===== config.mk =====
export PLATFORM = sky130hd
export DESIGN_NAME = key_resp_deser_flat
export DESIGN_NICKNAME = d
export VERILOG_FILES = /design/src/rtl/key_resp_deser_if.sv /design/src/rtl/key_resp_deser.sv /design/src/flat_wrapper.sv
export SDC_FILE = /design/constraint.sdc
export NUM_CORES = 1
export LEC_CHECK = 0
export ABC_AREA = 1
export CAP_MARGIN = 25
export CORE_UTILIZATION = 45
export DETAILED_ROUTE_END_ITERATION = 10
export PLACE_DENSITY_LB_ADDON = 0.25
export SYNTH_ARGS = -nofsm -noshare
export SYNTH_HDL_FRONTEND = slang
export SYNTH_SLANG_ARGS = --single-unit

===== constraint.sdc =====
create_clock -name clk -period 1.81 [get_ports clk]
set_input_delay 0.362 -clock clk [delete_from_list [all_inputs] [get_ports clk]]
set_output_delay 0.362 -clock clk [all_outputs]
set_load 0.005 [all_outputs]

===== src/rtl/key_resp_deser_if.sv =====
// rtl/key_resp_deser_if.sv - host-side word handshake for key_resp_deser
interface key_resp_deser_if #(
  parameter int WORD_W = 8
);
  logic [WORD_W-1:0] out_data;
  logic              out_valid;
  logic              out_ready;

  modport master (output out_data, output out_valid, input out_ready);
  modport slave  (input out_data, input out_valid, output out_ready);
endinterface


===== src/rtl/key_resp_deser.sv =====
// rtl/key_resp_deser.sv - samples one SDRD bit per qualified read window and packs MSB-first words
// Optional macro KEY_RESP_TIMEOUT_EN: idle timeout discards a stale partial word.
module key_resp_deser #(
  parameter int WORD_W      = 8,
  parameter int SETTLE_CYC  = 2,
  parameter int TIMEOUT_CYC = 1024
) (
  input  logic                   clk,
  input  logic                   rst,
  input  logic                   sser,
  input  logic                   ba13,
  input  logic                   ba12,
  input  logic                   br_w,
  input  logic                   sdrd,
  key_resp_deser_if.master       host,
  output logic                   overrun,
  output logic                   busy,
  input  logic                   clr_ovr
);
  typedef enum logic [1:0] {IDLE, SETTLE, SAMPLE, WAIT_END} state_t;

  localparam int                CNT_W       = $clog2(WORD_W + 1);
  localparam logic [CNT_W-1:0]  CNT_FULL    = CNT_W'(WORD_W);
  localparam logic [3:0]        SETTLE_LOAD = 4'(SETTLE_CYC - 1);

  state_t            state, state_n;
  logic              win, win_q, rise;
  logic [3:0]        settle_cnt;
  logic [WORD_W-1:0] shift_reg, shift_nxt;
  logic [CNT_W-1:0]  bit_cnt, cnt_inc;
  logic              word_done, load, drop, accept, timeout_hit;

  assign win  = ~sser & ~ba13 & ba12 & br_w;
  assign rise = win & ~win_q;
  assign busy = (bit_cnt != '0);

  // Tracks win even during reset so a window already open at release is not an edge.
  always_ff @(posedge clk) win_q <= win;

  always_comb begin
    state_n   = state;
    shift_nxt = {shift_reg[WORD_W-2:0], sdrd};
    cnt_inc   = bit_cnt + 1'b1;
    word_done = (state == SAMPLE) && (cnt_inc == CNT_FULL);
    load      = word_done && (!host.out_valid || host.out_ready);
    drop      = word_done && !load;
    accept    = host.out_valid && host.out_ready;
    case (state)
      IDLE:     if (rise) state_n = SETTLE;
      SETTLE:   if (!win) state_n = IDLE;
                else if (settle_cnt == 4'd0) state_n = SAMPLE;
      SAMPLE:   state_n = WAIT_END;
      WAIT_END: if (!win) state_n = IDLE;
      default:  state_n = IDLE;
    endcase
  end

  always_ff @(posedge clk) begin
    if (rst) state <= IDLE;
    else     state <= state_n;
  end

  always_ff @(posedge clk) begin
    if (rst)                                    settle_cnt <= 4'd0;
    else if (state == IDLE && rise)             settle_cnt <= SETTLE_LOAD;
    else if (state == SETTLE && settle_cnt != 0) settle_cnt <= settle_cnt - 4'd1;
  end

`ifdef KEY_RESP_TIMEOUT_EN
  localparam int               IDLE_W  = $clog2(TIMEOUT_CYC + 1);
  localparam logic [IDLE_W-1:0] IDLE_TO = IDLE_W'(TIMEOUT_CYC);
  logic [IDLE_W-1:0] idle_cnt;

  assign timeout_hit = (state == IDLE) && (idle_cnt == IDLE_TO);

  always_ff @(posedge clk) begin
    if (rst || rise || bit_cnt == '0 || timeout_hit) idle_cnt <= '0;
    else if (state == IDLE)                          idle_cnt <= idle_cnt + 1'b1;
  end
`else
  assign timeout_hit = 1'b0;
`endif

  always_ff @(posedge clk) begin
    if (rst) begin
      shift_reg <= '0;
      bit_cnt   <= '0;
    end else if (state == SAMPLE) begin
      shift_reg <= shift_nxt;
      bit_cnt   <= word_done ? '0 : cnt_inc;
    end else if (timeout_hit) begin
      shift_reg <= '0;
      bit_cnt   <= '0;
    end
  end

  // A word landing in the same clock as a host accept replaces the old one without a gap.
  always_ff @(posedge clk) begin
    if (rst) begin
      host.out_data  <= '0;
      host.out_valid <= 1'b0;
    end else if (load) begin
      host.out_data  <= shift_nxt;
      host.out_valid <= 1'b1;
    end else if (accept) begin
      host.out_valid <= 1'b0;
    end
  end

  always_ff @(posedge clk) begin
    if (rst)          overrun <= 1'b0;
    else if (drop)    overrun <= 1'b1;
    else if (clr_ovr) overrun <= 1'b0;
  end
endmodule


===== src/flat_wrapper.sv =====
// flat-port wrapper written by rule: the top's interface ports become plain ports
module key_resp_deser_flat 
#(
  parameter int WORD_W      = 8,
  parameter int SETTLE_CYC  = 2,
  parameter int TIMEOUT_CYC = 1024
)
  (clk, rst, sser, ba13, ba12, br_w, sdrd, overrun, busy, clr_ovr, host_out_data, host_out_valid, host_out_ready);
  key_resp_deser_if #(.WORD_W(WORD_W)) host_i ();
  input  logic clk;
  input  logic rst;
  input  logic sser;
  input  logic ba13;
  input  logic ba12;
  input  logic br_w;
  input  logic sdrd;
  output logic overrun;
  output logic busy;
  input  logic clr_ovr;
  output wire logic [$bits(host_i.out_data)-1:0] host_out_data;
  output wire logic [$bits(host_i.out_valid)-1:0] host_out_valid;
  input wire logic [$bits(host_i.out_ready)-1:0] host_out_ready;
  assign host_out_data = host_i.out_data;
  assign host_out_valid = host_i.out_valid;
  assign host_i.out_ready = host_out_ready;
  key_resp_deser #(.WORD_W(WORD_W), .SETTLE_CYC(SETTLE_CYC), .TIMEOUT_CYC(TIMEOUT_CYC)) u_core (.clk(clk), .rst(rst), .sser(sser), .ba13(ba13), .ba12(ba12), .br_w(br_w), .sdrd(sdrd), .host(host_i), .overrun(overrun), .busy(busy), .clr_ovr(clr_ovr));
endmodule

==> results of run 1 <==
[report_power, final]
group	internal, mW	total, mW	switching (mW)	leakage, nW
combinational	0.0828	0.186	0.103	0.415
sequential	0.656	0.683	0.0269	0.228
clock	0.0780	0.252	0.174	0.0138
total	0.817	1.12	0.304	0.657
[final timing paths]
path / end / slack [ps] / cells past startpoint
setup / recovery: busy / 210 / 4
hold / removal: u_core.shift_reg[6] / 480 / 2
setup reg to reg: u_core.host.out_data[3] / 280 / 11
hold reg to reg: u_core.shift_reg[6] / 480 / 2
[cell usage in the layout, fill, tap and decap left out, drive strengths merged, types with 2 or more instances in the layout]
master,instances
a21oi,15
nand4,2
nor2,30
dfxtp,28
clkdlybuf4s50,18
inv,26
o21ai,10
xor2,2
nand2,25
ha,4
buf,6
nand3,17
clkbuf,3
[kinds of logic after synthesis]
group | after synthesis | share of synthesized area, %
buffers and inverters | 30 | 9.62
adder cells (fa/ha/maj) | 4 | 3.85
AO/OA/AOI/OAI | 27 | 11.0
AND/OR/NAND/NOR | 77 | 31.1
XOR/XNOR | 2 | 1.35
flip-flops | 28 | 43.1
[worst max-delay path, cell delays in order, from the launching register on]
cell           delay (ps)
dfxtp_4               370
inv_1                  70
ha_1                  140
nand3_1                70
dlygate4sd2_1         260
[layout make-up]
class,instances,area share (%)
timing repair buffer,25,14.8
inverter,27,6.42
multi-input combinational,110,38.9
sequential,28,36.0
tap,31,2.46
clock buffer,3,1.43
[layer usage]
layer	vias up	GRT usage [%]
met1	468	20.1
met2	21	29.6
met5	-	0
met3	4	2.33
li1	584	-
met4	0	9.64
[timing repair]
item	CTS	global route
endpoints found under the hold margin	0	0
resized for setup	5	0
setup buffers	2	0
setup endpoints to repair	1	0
==> reports/qor.yml, run 1 <==
tritoncts: "done"
cts_hold_buffers: 0
clockBufferDepth: 2
routedLengthMet1_um: 1040
route.met2.wl_um: 1090
ir_worst_vdd_mv: 0.434
first_global_vias: 1063
worst_pin_slew_ps: 237
grt-ovfl-total: 0
place_hpwl_um: 1690
seqCellArea_um2: 568
fp.dieArea_um2: 3110
hold_class: "reg -> reg"
async_reset_ff_share_pct: 0
post-place-ws_ps: 159
ys_seq_area_share_pct: 43.1
first_pass_iters: 4
path_class: "reg -> out"
cts-root-buf: "clkbuf_4"
fillers: 272
clock-sinks: 28
initial_core_util_pct: 47.1
portBuffers: 19
multi_input_area_um2: 614
path_clk_slew_ps: 140
dp.cells: 219
ant_nets: 0
syn_area_um2: 1300
viasPerCell: 4.81
avgRoutedWirePerCell_um: 10.0
area_growth_pct: 21.5
finalWorstSetupSlack_ps: 211
outcome: "finished, final reports clean"
syn_nets: 181
setup_violations: 0
antennaDiodeCount: 0
synth_area_leaders: "dfxtp_1 (43%), nor2_1 (7.2%), inv_1 (6.9%)"
route.detailed.drc: 0
grt_start_max_net_pins: 16
wl_um: 2250
die_w_um: 55.8
cp.arrival_ps: 1240
ys.flop_type: "dfxtp_1"
utilization_pct: 57.3
path_max_fanout: 2
cp-start-kind: "flip-flop"
antenna_found_initial: 0
synth_edf_count: 0
finalCritPeriodShare_pct: 88.3
synth_cell_types: 25
relSlewSlack_pct: 84.2
met3WireLength_um: 81
min_from: "u_core.shift_reg[5]"
powerDensity_nw_per_um2: 710
avgSynthCellArea_um2: 7.74
fmax_mhz: 626
crit_start: "u_core.bit_cnt[0]"
clock_latency_ps: 320
top_layer_used: "met4"
fin_skew_ps: 7.88
cts_buffers: 3
place_congestion: 0.720
nets: 208
ys_ff_latch: 28
die_h_um: 55.8
drt-initial-drc-count: 23
drv_slew: 0
synthCells: 168
top_level_ports: 20
vias: 1077
synth.largest_area_cell: "dfxtp_1"
tns_ps: 0
grt_usage_pct: 17.0
rsz0062_at_grt: "no"
finalPower_mw: 1.12
rr_startpoint: "u_core.bit_cnt[0]"
cp-end-kind: "output port"
synth_top_area_share_pct: 43.1
synth_most_common_cell: "dfxtp_1"
finalHoldViolations: 0
layout-drive-gt1-share_pct: 12.4
drv_cap: 0
stdcell_count: 224
core_um2: 2760
grt_pass1_wl_um: 4220
synth_commonest_cells: "dfxtp_1 (28), nor2_1 (25), inv_1 (24)"
worst_ep_required_time_ps: 1450
leakagePower_nw: 0.657
fin_crit_ps: 1600
hold_slack_ps: 479
rows: 19
htreeDepth: 1
final_cell_area_um2: 1580
place_area_um2: 1540
yosysWarningCount: 0
largest_register_ffs: 8
(Power assumes the default switching activity.)
==> run 2: changes to the inputs <==
--- a/config.mk
+++ b/config.mk
@@ -10,6 +10,7 @@
 export CORE_UTILIZATION = 45
 export DETAILED_ROUTE_END_ITERATION = 10
 export PLACE_DENSITY_LB_ADDON = 0.25
+export RECOVER_POWER = 50
 export SYNTH_ARGS = -nofsm -noshare
 export SYNTH_HDL_FRONTEND = slang
 export SYNTH_SLANG_ARGS = --single-unit
==> run 2 against run 1 <==
  * Routed wire length up 0.53%
  * Critical path depth unchanged
  * Sequential power about the same
  * Combinational power down 3%
  * Cell count unchanged
  * Largest cell class unchanged
  * Utilization down 0.54 points
  * Fmax up 0.21%
==> reports/qor.yml, run 2 (synthesis gave the netlist of run 1 again) <==
grt_start_max_net_pins: 16
htreeDepth: 1
largest_register_ffs: 8
ant_nets: 0
worst_pin_slew_ps: 448
first_global_vias: 1063
viasPerCell: 4.85
fin_crit_ps: 1600
r2r-end: "u_core.host.out_data[3]"
place_congestion: 0.720
drv_slew: 0
cts_buffers: 3
first_pass_iters: 4
grt_usage_pct: 17.0
avgRoutedWirePerCell_um: 10.1
outcome: "finished, final reports clean"
layout-drive-gt1-share_pct: 10.9
leakagePower_nw: 0.652
stdcell_count: 224
drt-initial-drc-count: 22
routedLengthMet1_um: 1050
crit_start: "u_core.bit_cnt[0]"
met3WireLength_um: 87
fillers: 276
cpMaxStageDelayCell: "dfxtp_1"
min_from: "u_core.shift_reg[5]"
multi_input_area_um2: 607
fp.dieArea_um2: 3110
wl_um: 2260
seqCellArea_um2: 564
die_w_um: 55.8
critPathMaxStageDelay_ps: 360
min_to: "u_core.shift_reg[6]"
most-common-layout-cells: "dfxtp_1 (27), nor2_1 (25), inv_1 (24)"
portBuffers: 19
core_um2: 2760
grt-ovfl-total: 0
crit_chain: "inv_1, ha_1, nand3_1, dlygate4sd2_1"
initial_core_util_pct: 47.1
worst-path-buf-inv: 2
route.detailed.drc: 0
clock_latency_ps: 320
cp-start-kind: "flip-flop"
fin_skew_ps: 6.62
worst_ep_required_time_ps: 1450
fmax_mhz: 627
path_class: "reg -> out"
nets: 208
final_common_cell: "dfxtp_1"
ir_worst_vdd_mv: 0.434
finalPower_mw: 1.11
vias: 1086
cp-end-kind: "output port"
die_h_um: 55.8
worstRegToRegCells: 11
finalHoldViolations: 0
antennaDiodeCount: 0
grt_pass1_wl_um: 4220
dp.cells: 219
cp.arrival_ps: 1230
antenna_found_initial: 0
clockBufferDepth: 2
area_growth_pct: 20.3
cts-root-buf: "clkbuf_4"
finalCritPeriodShare_pct: 88.1
powerDensity_nw_per_um2: 711
setup_violations: 0
hold-path-cell-count: 2
rows: 19
tritoncts: "done"
place_hpwl_um: 1690
route.met2.wl_um: 1090
relSlewSlack_pct: 70.1
tns_ps: 0
rsz0062_at_grt: "no"
place_area_um2: 1540
r2r_slack_ps: 270
drv_cap: 0
hold_class: "reg -> reg"
cp_top_family: "flip-flops"
clock-sinks: 28
final_cell_area_um2: 1560
top_level_ports: 20
rr_startpoint: "u_core.bit_cnt[0]"
path_clk_slew_ps: 140
path_max_fanout: 2
top_layer_used: "met4"
hold_slack_ps: 479
-- run 2: changes by cell type in the layout (fill, tap and decap cells not counted) --
cell and delta:
buf_4 -1, clkdlybuf4s50_1 -1, dlygate4sd3_1 +1, nor2_2 +1, dfxtp_1 +1, nand2_2 -1, clkbuf_1 +1, nand2_1 +1
nor2_4 -1, dfxtp_4 -1
-- run 2: cell type report --
cell class,instances,area share (%)
multi-input cells,110,38.8
flip-flops and latches,28,36.1
well taps,31,2.48
repair buffers,25,14.7
clock buffers,3,1.44
inverters,27,6.48
-- run 2: metrics by stage --
step | setup slack (ps) | utilization, %
6_report | 215 | 56.7
5_1_grt | 70.8 | 56.7
4_1_cts | 198 | 57.3
3_5_place_dp | 159 | 55.7
3_3_place_gp | 214 | 55.7
2_1_floorplan | 429 | -
-- run 2: report_power, final --
| group | leakage, nW | switching (mW) | internal [mW] |
|---|---|---|---|
| logic | 0.411 | 0.102 | 0.0782 |
| clock network | 0.0138 | 0.173 | 0.0780 |
| registers | 0.227 | 0.0258 | 0.656 |
-- run 2: worst max-delay path by stage --
stage	end	slack, ps	depth (start not counted)
2_1_floorplan	u_core.host.out_data[0]	430	10
3_3_place_gp	busy	210	4
3_5_place_dp	busy	160	4
4_1_cts	busy	200	4
5_1_grt	u_core.host.out_data[7]	70	11
6_report	busy	210	4
-- run 2: tightest hold or removal path, stage by stage, from the launching register on --
cell     delay [ps]
dfxtp_1         330
inv_1            60
a21oi_1          50
-- run 2: repair_timing --
item | CTS | global route
setup buffers | 2 | 0
hold buffers | 0 | 0
resized for setup | 5 | 0
setup endpoints to repair | 1 | 0
-- run 2: layer usage --
metal / vias up / GRT usage [%]
li1: 583 / -
met1: 476 / 20.1
met2: 23 / 29.6
met3: 4 / 2.33
met4: 0 / 9.64
met5: - / 0
==> edit: new RTL, settings of run 1 <==
Build with the macro `KEY_RESP_TIMEOUT_EN` defined.
--- a/src/rtl/key_resp_deser.sv
+++ b/src/rtl/key_resp_deser.sv
@@ -1,5 +1,7 @@
 // rtl/key_resp_deser.sv - samples one SDRD bit per qualified read window and packs MSB-first words
 // Optional macro KEY_RESP_TIMEOUT_EN: idle timeout discards a stale partial word.
+`define KEY_RESP_TIMEOUT_EN
+
 module key_resp_deser #(
   parameter int WORD_W      = 8,
   parameter int SETTLE_CYC  = 2,
Check against the original RTL: no difference found for any inputs over 10 cycles, from zero or initial values and one cycle with rst high; that may be too few to reach the edited logic, so the function may still have changed.
==> edit against run 1 <==
  * Hold slack lost 0.014 ns
  * Power rose by 49%
  * Wire length increased by 70%
  * Worst setup slack better by 0.0080 ns
  * Synthesized cell count up 64%
  * Design area grew 42%
  * Combinational power shrank 6%
  * Sequential cell count up 11
  * Area after synthesis increased by 47%
  * Largest cell class unchanged
==> edit: results (changes against run 1) <==
The worst-case clock skew is 0.00744 ns (-0.000446 ns). The actual transition at the worst max-transition pin came out at 0.361 ns (+0.123 ns). The overall track demand over capacity in global routing is 0.196 (+0.0261). In this run the critical register-to-register path is launched from u_core.idle_cnt[0]. The worst-case vdd ir drop came out at 0.484 mV (+12%). The met3 demand-to-capacity share in global routing came to 0.0608 (+0.0376).

The insertion delay of the later-clocked pin in the worst-skew pair came to 0.29 ns (-0.03 ns). The flip-flop count of the largest register, all copies and words added came out at 11 (+3). The net count of the finished layout was 313 (+50%). Ranked by instance count, the synthesized netlist is headed by sky130_fd_sc_hd__nand2_1 (68), sky130_fd_sc_hd__inv_1 (42), sky130_fd_sc_hd__dfxtp_1 (39), sky130_fd_sc_hd__nor2_1 (34), sky130_fd_sc_hd__nand3_1 (25). The fraction of met2 tracks used by global routing came to 0.335 (+0.0390). The wire length on met2 was 1770 um (+62%). In this run the critical register-to-register path is captured at u_core.shift_reg[0]. The cell area after placement is 2150 sq um (+40%). The startpoint identified for the worst hold timing path is u_core.bit_cnt[0]. The filler cell count came out at 409 (+50%). The maximum fanout count along the critical path was 6 (+4).

The multi-input gate area in the final layout came out at 922 sq um (+50%). The number of global-route vias before repair is 1521 (+43%). The half-perimeter wire length of the detailed placement result is 2740 um (+62%). The final clock period utilization by the worst path came out at 0.879 (-0.00443).

The initial DRC count came out at 82 (+260%). The maximum level of the CTS H-tree came to 2 (+1). The total nets after synthesis was 290 (+60%). The met3 wire length is 164 um (+100%).

The largest net degree at the start of global routing is 18 (+2). The routed wire length came out at 3820 um (+70%). The global-route met1 utilization was 0.232 (+0.0312). The post-placement setup slack was 0.190 ns (+0.0306 ns). The number of buffers inserted during clock tree synthesis is 5 (+2). The count of instances resized after the clock tree is built is 4 (-1). The count of placed standard cells including taps is 342 (+56%).

The average routed wire per standard cell is 10.9 um (+8.8%). The leakage power figure came out at 0.970 nW (+48%). The CTS clock-pin slew for the worst setup and hold paths is 0.08 ns (-0.06 ns). Sorting the synthesized cells by area gives the leading types as sky130_fd_sc_hd__dfxtp_1 (41%), sky130_fd_sc_hd__nand2_1 (13%), sky130_fd_sc_hd__inv_1 (8.2%). The sequential area share after synthesis was 0.408 (-0.0228). The first-pass GRT wire length came out at 6590 um (+56%).

The proportion of layout cells with a drive suffix above 1 was 0.0833 (-0.0410). The run finished with clean final reports. The root buffer cell chosen for the clock tree is sky130_fd_sc_hd__clkbuf_8. The worst slack on hold paths came out at 0.464 ns (-0.0143 ns). The total number of vias was 1687 (+57%).

The cell count of the worst hold path is 1 (-1).
edit: changes by cell type in the layout (fill, tap and decap cells not counted), sizes merged, moves of 2 or more:
cell    delta
or2        +3
clkbuf     +2
dfxtp     +11
nor2       +8
inv       +16
o21ai      -8
nand4      +7
nand2     +45
nor3       +5
a21oi      +8
nand3      +9
edit: kinds of logic (layout without fill, tap and decap cells):
family                   Yosys count  after routing  synth area share
flip-flops                        39             39             0.408
AO/OA/AOI/OAI                     26             26            0.0687
XOR/XNOR                           2              2           0.00916
adder cells (fa/ha/maj)            5              5            0.0327
AND/OR/NAND/NOR                  154            154             0.372
buffers and inverters             50             74             0.109
edit: final cells by class:
type	instances	area share
clock inverters	3	0.0111
repair buffers	24	0.101
multi-input cells	187	0.410
inverters	42	0.0701
clock buffers	5	0.0306
well taps	50	0.0278
flip-flops and latches	39	0.349
edit: power by group:
part           total [W]  internal [W]  switching [W]
Sequential      0.000890      0.000873      0.0000167
Clock           0.000612      0.000276       0.000336
Combinational   0.000174     0.0000647       0.000109
